===== src/rtl/lc3_execute_if.sv =====
// Decode-to-execute bundle for lc3_execute; optional forwarding signals
// appear only when LC3_EXEC_BYPASS_EN is defined.
interface lc3_execute_if;
  logic        enable_execute;
  logic [15:0] IR;
  logic [15:0] npc_in;
  logic [5:0]  E_Control;
  logic [1:0]  W_Control_in;
  logic        Mem_Control_in;
  logic [15:0] VSR1;
  logic [15:0] VSR2;
  logic [2:0]  sr1;
  logic [2:0]  sr2;
  logic [15:0] aluout;
  logic [15:0] pcout;
  logic [15:0] M_Data;
  logic [15:0] IR_Exec;
  logic [2:0]  dr;
  logic [2:0]  NZP;
  logic [1:0]  W_Control_out;
  logic        Mem_Control_out;
`ifdef LC3_EXEC_BYPASS_EN
  logic        bypass_alu_1;
  logic        bypass_alu_2;
  logic        bypass_mem_1;
  logic        bypass_mem_2;
  logic [15:0] Mem_Bypass_Val;

  modport master (
    output enable_execute, IR, npc_in, E_Control, W_Control_in, Mem_Control_in,
           VSR1, VSR2, bypass_alu_1, bypass_alu_2, bypass_mem_1, bypass_mem_2,
           Mem_Bypass_Val,
    input  sr1, sr2, aluout, pcout, M_Data, IR_Exec, dr, NZP, W_Control_out,
           Mem_Control_out
  );

  modport slave (
    input  enable_execute, IR, npc_in, E_Control, W_Control_in, Mem_Control_in,
           VSR1, VSR2, bypass_alu_1, bypass_alu_2, bypass_mem_1, bypass_mem_2,
           Mem_Bypass_Val,
    output sr1, sr2, aluout, pcout, M_Data, IR_Exec, dr, NZP, W_Control_out,
           Mem_Control_out
  );
`else
  modport master (
    output enable_execute, IR, npc_in, E_Control, W_Control_in, Mem_Control_in,
           VSR1, VSR2,
    input  sr1, sr2, aluout, pcout, M_Data, IR_Exec, dr, NZP, W_Control_out,
           Mem_Control_out
  );

  modport slave (
    input  enable_execute, IR, npc_in, E_Control, W_Control_in, Mem_Control_in,
           VSR1, VSR2,
    output sr1, sr2, aluout, pcout, M_Data, IR_Exec, dr, NZP, W_Control_out,
           Mem_Control_out
  );
`endif
endinterface


===== src/rtl/lc3_execute.sv =====
// LC-3 execute stage: ALU, address adder and the execute pipeline register.
// Define LC3_EXEC_BYPASS_EN to compile in operand forwarding.
module lc3_execute (
  input logic          clock,
  input logic          reset,
  lc3_execute_if.slave ex
);

  logic [3:0]  opcode;
  logic [1:0]  alu_control;
  logic [1:0]  pcselect1;
  logic        pcselect2;
  logic        op2select;
  logic [15:0] op1_reg;
  logic [15:0] op2_reg;
  logic [15:0] operand_b;
  logic [15:0] alu_result;
  logic [15:0] pc_offset;
  logic [15:0] pc_base;
  logic [15:0] address;
  logic [2:0]  next_dr;
  logic [2:0]  next_nzp;

  assign opcode      = ex.IR[15:12];
  assign alu_control = ex.E_Control[5:4];
  assign pcselect1   = ex.E_Control[3:2];
  assign pcselect2   = ex.E_Control[1];
  assign op2select   = ex.E_Control[0];

  // Stores (ST/STR/STI) read the data register through sr2.
  assign ex.sr1 = ex.IR[8:6];
  assign ex.sr2 = (opcode == 4'b0011 || opcode == 4'b0111 || opcode == 4'b1011)
                  ? ex.IR[11:9] : ex.IR[2:0];

`ifdef LC3_EXEC_BYPASS_EN
  assign op1_reg = ex.bypass_alu_1 ? ex.aluout :
                   ex.bypass_mem_1 ? ex.Mem_Bypass_Val : ex.VSR1;
  assign op2_reg = ex.bypass_alu_2 ? ex.aluout :
                   ex.bypass_mem_2 ? ex.Mem_Bypass_Val : ex.VSR2;
`else
  assign op1_reg = ex.VSR1;
  assign op2_reg = ex.VSR2;
`endif

  assign operand_b = op2select ? op2_reg : {{11{ex.IR[4]}}, ex.IR[4:0]};

  always_comb begin
    alu_result = 16'h0000;
    case (alu_control)
      2'b00:   alu_result = op1_reg + operand_b;
      2'b01:   alu_result = op1_reg & operand_b;
      2'b10:   alu_result = ~op1_reg;
      default: alu_result = 16'h0000;
    endcase
  end

  always_comb begin
    pc_offset = 16'h0000;
    case (pcselect1)
      2'b00:   pc_offset = {{5{ex.IR[10]}}, ex.IR[10:0]};
      2'b01:   pc_offset = {{7{ex.IR[8]}}, ex.IR[8:0]};
      2'b10:   pc_offset = {{10{ex.IR[5]}}, ex.IR[5:0]};
      default: pc_offset = 16'h0000;
    endcase
  end

  assign pc_base = pcselect2 ? ex.npc_in : op1_reg;
  assign address = pc_base + pc_offset;

  always_comb begin
    next_dr = 3'b000;
    case (opcode)
      4'b0001, 4'b0101, 4'b1001, 4'b0010, 4'b0110, 4'b1010, 4'b1110:
        next_dr = ex.IR[11:9];
      default: next_dr = 3'b000;
    endcase
  end

  always_comb begin
    next_nzp = 3'b000;
    case (opcode)
      4'b0000: next_nzp = ex.IR[11:9];
      4'b1100: next_nzp = 3'b111;
      default: next_nzp = 3'b000;
    endcase
  end

  // Reset wins over enable, so an in-flight instruction is dropped.
  always_ff @(posedge clock) begin
    if (reset) begin
      ex.aluout          <= 16'h0000;
      ex.pcout           <= 16'h0000;
      ex.M_Data          <= 16'h0000;
      ex.IR_Exec         <= 16'h0000;
      ex.dr              <= 3'b000;
      ex.NZP             <= 3'b000;
      ex.W_Control_out   <= 2'b00;
      ex.Mem_Control_out <= 1'b0;
    end else if (ex.enable_execute) begin
      ex.aluout          <= (opcode == 4'b1110) ? address : alu_result;
      ex.pcout           <= address;
      ex.M_Data          <= op2_reg;
      ex.IR_Exec         <= ex.IR;
      ex.dr              <= next_dr;
      ex.NZP             <= next_nzp;
      ex.W_Control_out   <= ex.W_Control_in;
      ex.Mem_Control_out <= ex.Mem_Control_in;
    end
  end

endmodule


===== src/flat_wrapper.sv =====
// flat-port wrapper written by rule: the top's interface ports become plain ports
module lc3_execute_flat 
  (clock, reset, ex_enable_execute, ex_IR, ex_npc_in, ex_E_Control, ex_W_Control_in, ex_Mem_Control_in, ex_VSR1, ex_VSR2, ex_sr1, ex_sr2, ex_aluout, ex_pcout, ex_M_Data, ex_IR_Exec, ex_dr, ex_NZP, ex_W_Control_out, ex_Mem_Control_out);
  lc3_execute_if ex_i ();
  input logic clock;
  input logic reset;
  input wire logic [$bits(ex_i.enable_execute)-1:0] ex_enable_execute;
  input wire logic [$bits(ex_i.IR)-1:0] ex_IR;
  input wire logic [$bits(ex_i.npc_in)-1:0] ex_npc_in;
  input wire logic [$bits(ex_i.E_Control)-1:0] ex_E_Control;
  input wire logic [$bits(ex_i.W_Control_in)-1:0] ex_W_Control_in;
  input wire logic [$bits(ex_i.Mem_Control_in)-1:0] ex_Mem_Control_in;
  input wire logic [$bits(ex_i.VSR1)-1:0] ex_VSR1;
  input wire logic [$bits(ex_i.VSR2)-1:0] ex_VSR2;
  output wire logic [$bits(ex_i.sr1)-1:0] ex_sr1;
  output wire logic [$bits(ex_i.sr2)-1:0] ex_sr2;
  output wire logic [$bits(ex_i.aluout)-1:0] ex_aluout;
  output wire logic [$bits(ex_i.pcout)-1:0] ex_pcout;
  output wire logic [$bits(ex_i.M_Data)-1:0] ex_M_Data;
  output wire logic [$bits(ex_i.IR_Exec)-1:0] ex_IR_Exec;
  output wire logic [$bits(ex_i.dr)-1:0] ex_dr;
  output wire logic [$bits(ex_i.NZP)-1:0] ex_NZP;
  output wire logic [$bits(ex_i.W_Control_out)-1:0] ex_W_Control_out;
  output wire logic [$bits(ex_i.Mem_Control_out)-1:0] ex_Mem_Control_out;
  assign ex_i.enable_execute = ex_enable_execute;
  assign ex_i.IR = ex_IR;
  assign ex_i.npc_in = ex_npc_in;
  assign ex_i.E_Control = ex_E_Control;
  assign ex_i.W_Control_in = ex_W_Control_in;
  assign ex_i.Mem_Control_in = ex_Mem_Control_in;
  assign ex_i.VSR1 = ex_VSR1;
  assign ex_i.VSR2 = ex_VSR2;
  assign ex_sr1 = ex_i.sr1;
  assign ex_sr2 = ex_i.sr2;
  assign ex_aluout = ex_i.aluout;
  assign ex_pcout = ex_i.pcout;
  assign ex_M_Data = ex_i.M_Data;
  assign ex_IR_Exec = ex_i.IR_Exec;
  assign ex_dr = ex_i.dr;
  assign ex_NZP = ex_i.NZP;
  assign ex_W_Control_out = ex_i.W_Control_out;
  assign ex_Mem_Control_out = ex_i.Mem_Control_out;
  lc3_execute u_core (.clock(clock), .reset(reset), .ex(ex_i));
endmodule

===== config.mk =====
export PLATFORM = sky130hd
export DESIGN_NAME = lc3_execute_flat
export DESIGN_NICKNAME = d
export VERILOG_FILES = /design/src/rtl/lc3_execute_if.sv /design/src/rtl/lc3_execute.sv /design/src/flat_wrapper.sv
export SDC_FILE = /design/constraint.sdc
export NUM_CORES = 1
export LEC_CHECK = 0
export CORE_MARGIN = 4
export CORE_UTILIZATION = 43
export CTS_CLUSTER_SIZE = 12
export DETAILED_ROUTE_END_ITERATION = 8
export GPL_TIMING_DRIVEN = 0
export PLACE_DENSITY = 0.74
export SKIP_CTS_REPAIR_TIMING = 1
export SYNTH_ARGS = -nofsm -noshare
export SYNTH_HDL_FRONTEND = slang
export SYNTH_SLANG_ARGS = --single-unit

===== constraint.sdc =====
create_clock -name clock -period 3.8 [get_ports clock]
set_input_delay 0.76 -clock clock [delete_from_list [all_inputs] [get_ports clock]]
set_output_delay 0.76 -clock clock [all_outputs]
set_load 0.005 [all_outputs]

* Word-level counts from Yosys, hierarchy flattened
Cells that the tools add are included.
Word-level totals: memories kept 0, latch bits 0, logic and storage cells 41, bits in read-only memories 0, bits in writable memories 0, register bits 73
Operators by class: shift operators 0, reduce and logical (&&, ||, !) cells 6, bitwise gates (word level) 2, mux-type cells 8, equality and inequality tests 15, magnitude comparators 0, multipliers 0, add/subtract/negate cells 2, div/mod/pow operators 0
Operators by type and width (count):
- $pmux W16 S3 | 2
- $mux W16 | 3
- $add A16 B16 Y16 | 2
- $eq A4 B4 Y1 const B | 5
- $and A16 B16 Y16 | 1
- $not A16 Y16 | 1
- $eq A4 B3 Y1 const B | 3
- $eq A4 B2 Y1 const B | 2
- $reduce_or A7 Y1 | 1
- $mux W3 | 2
- $pmux W3 S2 | 1
- $eq A2 B1 Y1 const B | 2
- $eq A2 B2 Y1 const B | 2
- $eq A4 B1 Y1 const B | 1
- $logic_not A2 Y1 | 2
- $logic_not A4 Y1 | 1
- $logic_or A1 B1 Y1 | 2

* Depth between registers and ports, before layout
depth after elaboration 4, gate-level depth with buffers 14, mapped depth without buffers 13

* Worst setup path before layout
No wires, ideal clock.
path kind input port to flip-flop, from input port ex_E_Control[1], to register u_core.ex.aluout[14], data required time 3.680 ns, setup slack 0.154 ns, setup time 0.120 ns, cell stages on the path 14, data arrival time 3.526 ns, buffers on the path 2, cells stage by stage clkbuf_1 > clkbuf_1 > mux2_2 > ha_1 > inv_1 > fa_1 > nor2b_1 > o211a_1 > o211ai_1 > a21oi_1 > o21ai_1 > mux2i_1 > a211oi_1 > a211o_1
Between the ends: word-level cells in the longest chain between the ends 3
RTL lines:
- from (decl) | line flat_wrapper.sv:10 | input wire logic [$bits(ex_i.E_Control)-1:0] ex_E_Control;
- $mux W16 | line lc3_execute.sv:67 | assign pc_base = pcselect2 ? ex.npc_in : op1_reg;
- $add A16 B16 Y16 | line lc3_execute.sv:68 | assign address = pc_base + pc_offset;
- $mux W16 | line lc3_execute.sv:100 | ex.aluout <= (opcode == 4'b1110) ? address : alu_result;
- to (signal assigned) | line lc3_execute.sv:100
- to (decl) | line lc3_execute_if.sv:55 | output sr1, sr2, aluout, pcout, M_Data, IR_Exec, dr, NZP, W_Control_out,
No other way between the ends. A chain may end at the register's enable or synchronous reset.

* Worst setup path in the final report
from input port ex_E_Control[2], to register u_core.ex.aluout[15]
Between the ends: word-level cells in the longest chain between the ends 4, elaborated cells on any way between the ends 6
RTL lines:
- $eq A2 B2 Y1 (tied with other cells) | line lc3_execute.sv:59 | case (pcselect1)
- $pmux W16 S3 (*) | line lc3_execute.sv:59
- $add A16 B16 Y16 (*) | line lc3_execute.sv:68
- $mux W16 (*) | line lc3_execute.sv:100
Mark *: on every way between the ends. The rest lies on a longest branch, timed or not.

==> results by group <==
Worst setup path
  – Element type at the critical path start: input pin
  – R2R Path Start: u_core.ex.aluout[14]$_SDFFE_PP0P_
  – Worst setup path category: input pin to register
  – Last element of the critical path: u_core.ex.aluout[15]$_SDFFE_PP0P_
  – Critical path peak fanout: 5
  – Type of element capturing the critical path: register
  – Startpoint of the most critical setup path: ex_E_Control[2]
  – CP Data Arrival Time: 3840 ps
  – Cells on worst reg2reg path: 2
  – Minimum setup slack among reg-to-reg paths: 2980 ps
  – R2r endpoint: u_core.ex.aluout[14]$_SDFFE_PP0P_
  – Required time worst endpoint: 4030 ps

Clock network
  – Clock insertion delay at the later pin of the skew report: 350 ps
  – Clk pin slew, worst setup/hold paths: about 60 ps
  – CTS Sinks: between 70 and 80
  – Buffers from clock root to sink, at most: 2
  – Total clock buffers created by CTS: 9
  – Cell chosen for the clock root: sky130_fd_sc_hd__clkbuf_16
  – H-tree Lvls: 3
  – Clock tree from TritonCTS: built

Yosys
  – Cells after synthesis: 610
  – FF+latch count, synth: 73
  – Synth Area per Inst: roughly 8 sq um
  – Total standard cell area after synthesis: 4950 sq um
  – Sequential element share of the synthesized area: 0.295
  – EDFF count, synth: 0
  – Yosys warns: 0
  – Ys flop type: sky130_fd_sc_hd__dfxtp_1
  – Fraction of registers with async set/reset: 0
  – Syn_nets: 719
  – Distinct cell type count of the synthesized netlist: 54

Global routing
  – Total routing resource utilization after global routing: 0.257
  – Antenna violations before repair: 0
  – Vias in the first global route: 5,193
  – First-pass GRT wire length: 26,600 um
  – Overflow left after global routing: 0
  – Pin count of the biggest net entering global routing: 14

Timing
  – Final slew viol count: 0
  – Finish-stage setup viols: 0
  – Final Cycle Share: 0.950
  – Actual slew at the worst max-slew pin: around 960 ps
  – Hold violation total from the final report: 0
  – Max-Slew Margin vs Limit: 0.363
  – Clock Skew: 0 ps
  – Min Tclk post-route: roughly 3600 ps
  – RSZ-0062 raised after global routing: true
  – Fmax: approximately 280 MHz

Floorplan
  – Die area: approximately 13,000 sq um
  – Ports placed on the boundary: 155
  – Initial core utilization: 0.447
  – Width of the chip: ~120 um
  – Vert. Die Dim: ~120 um
  – Floorplan row count: 38
  – Core region area: 11,100 sq um

Placed design
  – Buffers added on ports: approximately 150
  – Placer's final routability congestion estimate: 0.891
  – Total half-perimeter wirelength after legalization and detailed placement: 13,700 um
  – Post-place instance area: roughly 6700 sq um

Routing
  – Final ANT Viol Nets: 0
  – DRC viols: 0
  – Detailed-route via count: 5,084
  – Total wire length: 17,000 um
  – Pre-Repair DR Iteration Count: 5
  – Detailed-route wire length per cell: around 18 um
  – DRC marker count from the first detailed-route iteration: between 300 and 400
  – Post-DR vias/cell: 5.53

Cells and area
  – Most frequent standard cell in the layout excluding fill and tap cells: sky130_fd_sc_hd__clkdlybuf4s50_1
  – Area added between synthesis and finish: 40.3%
  – Sequential cell area in the final layout: 1460 sq um
  – Multi-input combinational cell area: around 3300 sq um
  – Commonest cells after routing, fill and taps aside: 152 x sky130_fd_sc_hd__clkdlybuf4s50_1, 80 x sky130_fd_sc_hd__nor2_1, 73 x sky130_fd_sc_hd__dfxtp_1, 67 x sky130_fd_sc_hd__nand2_1, 54 x sky130_fd_sc_hd__mux2i_1
  – Diode count: 0
  – Share of final-layout standard cells stronger than drive strength 1: 0.0693
  – Net count reported at finish: between 800 and 900
  – Area of all placed cells without fillers: 6950 sq um
  – Filler Cells Inserted: ~1,000

Power
  – Power density over the cells: between 300 and 400 nW/um^2
  – Final Total Pwr: 2.53 mW
  – Maximum vdd ir drop: 0.302 mV
  – Static leakage: 2.90 nW

Worst hold path
  – Type of the worst min-delay path: register to register

Flow run
  – Maxcap violations: 0

Status
  – Result of the run: finished clean
-- layout make-up --
type	count	area share
multi-input cells	489	0.475
repair buffers	153	0.220
flip-flops and latches	73	0.210
clock buffers	10	0.0344
well taps	140	0.0252
plain buffers	34	0.0218
inverters	14	0.00756
clock inverters	6	0.00612
-- cell usage after synthesis, drive strengths merged, types with 4 or more instances --
cell type | instances | area, sq um
nor2 | 80 | 300
dfxtp | 73 | 1460
nand2 | 68 | 255
mux2i | 54 | 541
o21ai | 46 | 230
a21oi | 40 | 219
ha | 31 | 388
clkbuf | 21 | 78.8
a211oi | 20 | 160
mux2 | 20 | 225
xnor2 | 17 | 149
inv | 14 | 52.6
buf | 13 | 68.8
nor3 | 11 | 55.1
o211ai | 11 | 82.6
a21o | 10 | 75.1
nand3 | 8 | 40.0
xor2 | 8 | 70.1
and2 | 6 | 37.5
o21a | 6 | 45.0
nand2b | 5 | 31.3
nor2b | 5 | 31.3
nor4 | 4 | 25.0
o21bai | 4 | 30.0
-- flip-flops by register name, indices dropped and copies added (netlist names) --
signal,flops
u_core.ex.aluout,16
u_core.ex.NZP,3
u_core.ex.IR_Exec,16
u_core.ex.W_Control_out,2
u_core.ex.Mem_Control_out,1
u_core.ex.pcout,16
u_core.ex.M_Data,16
u_core.ex.dr,3
-- layer usage --
metal	wire, um	vias up	track usage	part of all wire
li1	-	2495	-	-
met1	7260	2329	0.315	0.43
met2	7690	226	0.415	0.45
met3	1560	34	0.0911	0.092
met4	461	0	0.0931	0.027
met5	0	-	0	0
-- where the power goes --
part           switching, mW  total (mW)  internal [mW]
clock network          0.352       0.812          0.461
logic                  0.433       0.859          0.426
registers             0.0321       0.857          0.825
total                  0.817        2.53           1.71
-- cell families after synthesis --
kind of cell               Yosys count  share of synthesized area
and+or+nand+nor                    197                      0.171
DFF                                 73                      0.295
buffers and inverters               48                     0.0404
AOI/OAI and AO/OA                  160                      0.208
muxes                               74                      0.155
xor gates and xnor gates            25                     0.0442
adders and majority gates           33                     0.0864
-- worst min path at each step --
stage                                      startpoint                                 to  slack (ps)  depth (start not counted)
floorplan            u_core.ex.aluout[5]$_SDFFE_PP0P_   u_core.ex.aluout[5]$_SDFFE_PP0P_         430                          2
global placement    u_core.ex.aluout[10]$_SDFFE_PP0P_  u_core.ex.aluout[10]$_SDFFE_PP0P_         440                          2
detailed placement  u_core.ex.aluout[15]$_SDFFE_PP0P_  u_core.ex.aluout[15]$_SDFFE_PP0P_         440                          2
CTS                 u_core.ex.aluout[15]$_SDFFE_PP0P_  u_core.ex.aluout[15]$_SDFFE_PP0P_         450                          2
global route        u_core.ex.aluout[13]$_SDFFE_PP0P_  u_core.ex.aluout[13]$_SDFFE_PP0P_         470                          2
finish              u_core.ex.aluout[15]$_SDFFE_PP0P_  u_core.ex.aluout[15]$_SDFFE_PP0P_         450                          2
-- critical path, stage by stage --
cell	delay, ps
sky130_fd_sc_hd__clkdlybuf4s50_1	600
sky130_fd_sc_hd__nand3b_1	220
sky130_fd_sc_hd__o21ai_0	190
sky130_fd_sc_hd__ha_1	410
sky130_fd_sc_hd__nand2_1	90
sky130_fd_sc_hd__nor4_1	470
sky130_fd_sc_hd__a211oi_2	160
sky130_fd_sc_hd__o21bai_1	200
sky130_fd_sc_hd__a21oi_2	80
sky130_fd_sc_hd__xnor2_1	180
sky130_fd_sc_hd__a221oi_1	380
sky130_fd_sc_hd__o21ai_1	90
-- through the flow --
stage / hold WS, ps / setup WS [ps] / TNS, ps / cells / util
floorplan: 435 / 155 / 0 / 610 / -
global placement: 442 / -500 / -2720 / 902 / 0.600
detailed placement: 442 / -475 / -2930 / 902 / 0.600
CTS: 450 / -149 / -251 / 918 / 0.626
global route: 466 / -31.6 / -44.2 / 919 / 0.627
finish: 452 / 189 / 0 / 919 / 0.627
(Power assumes the default switching activity.)
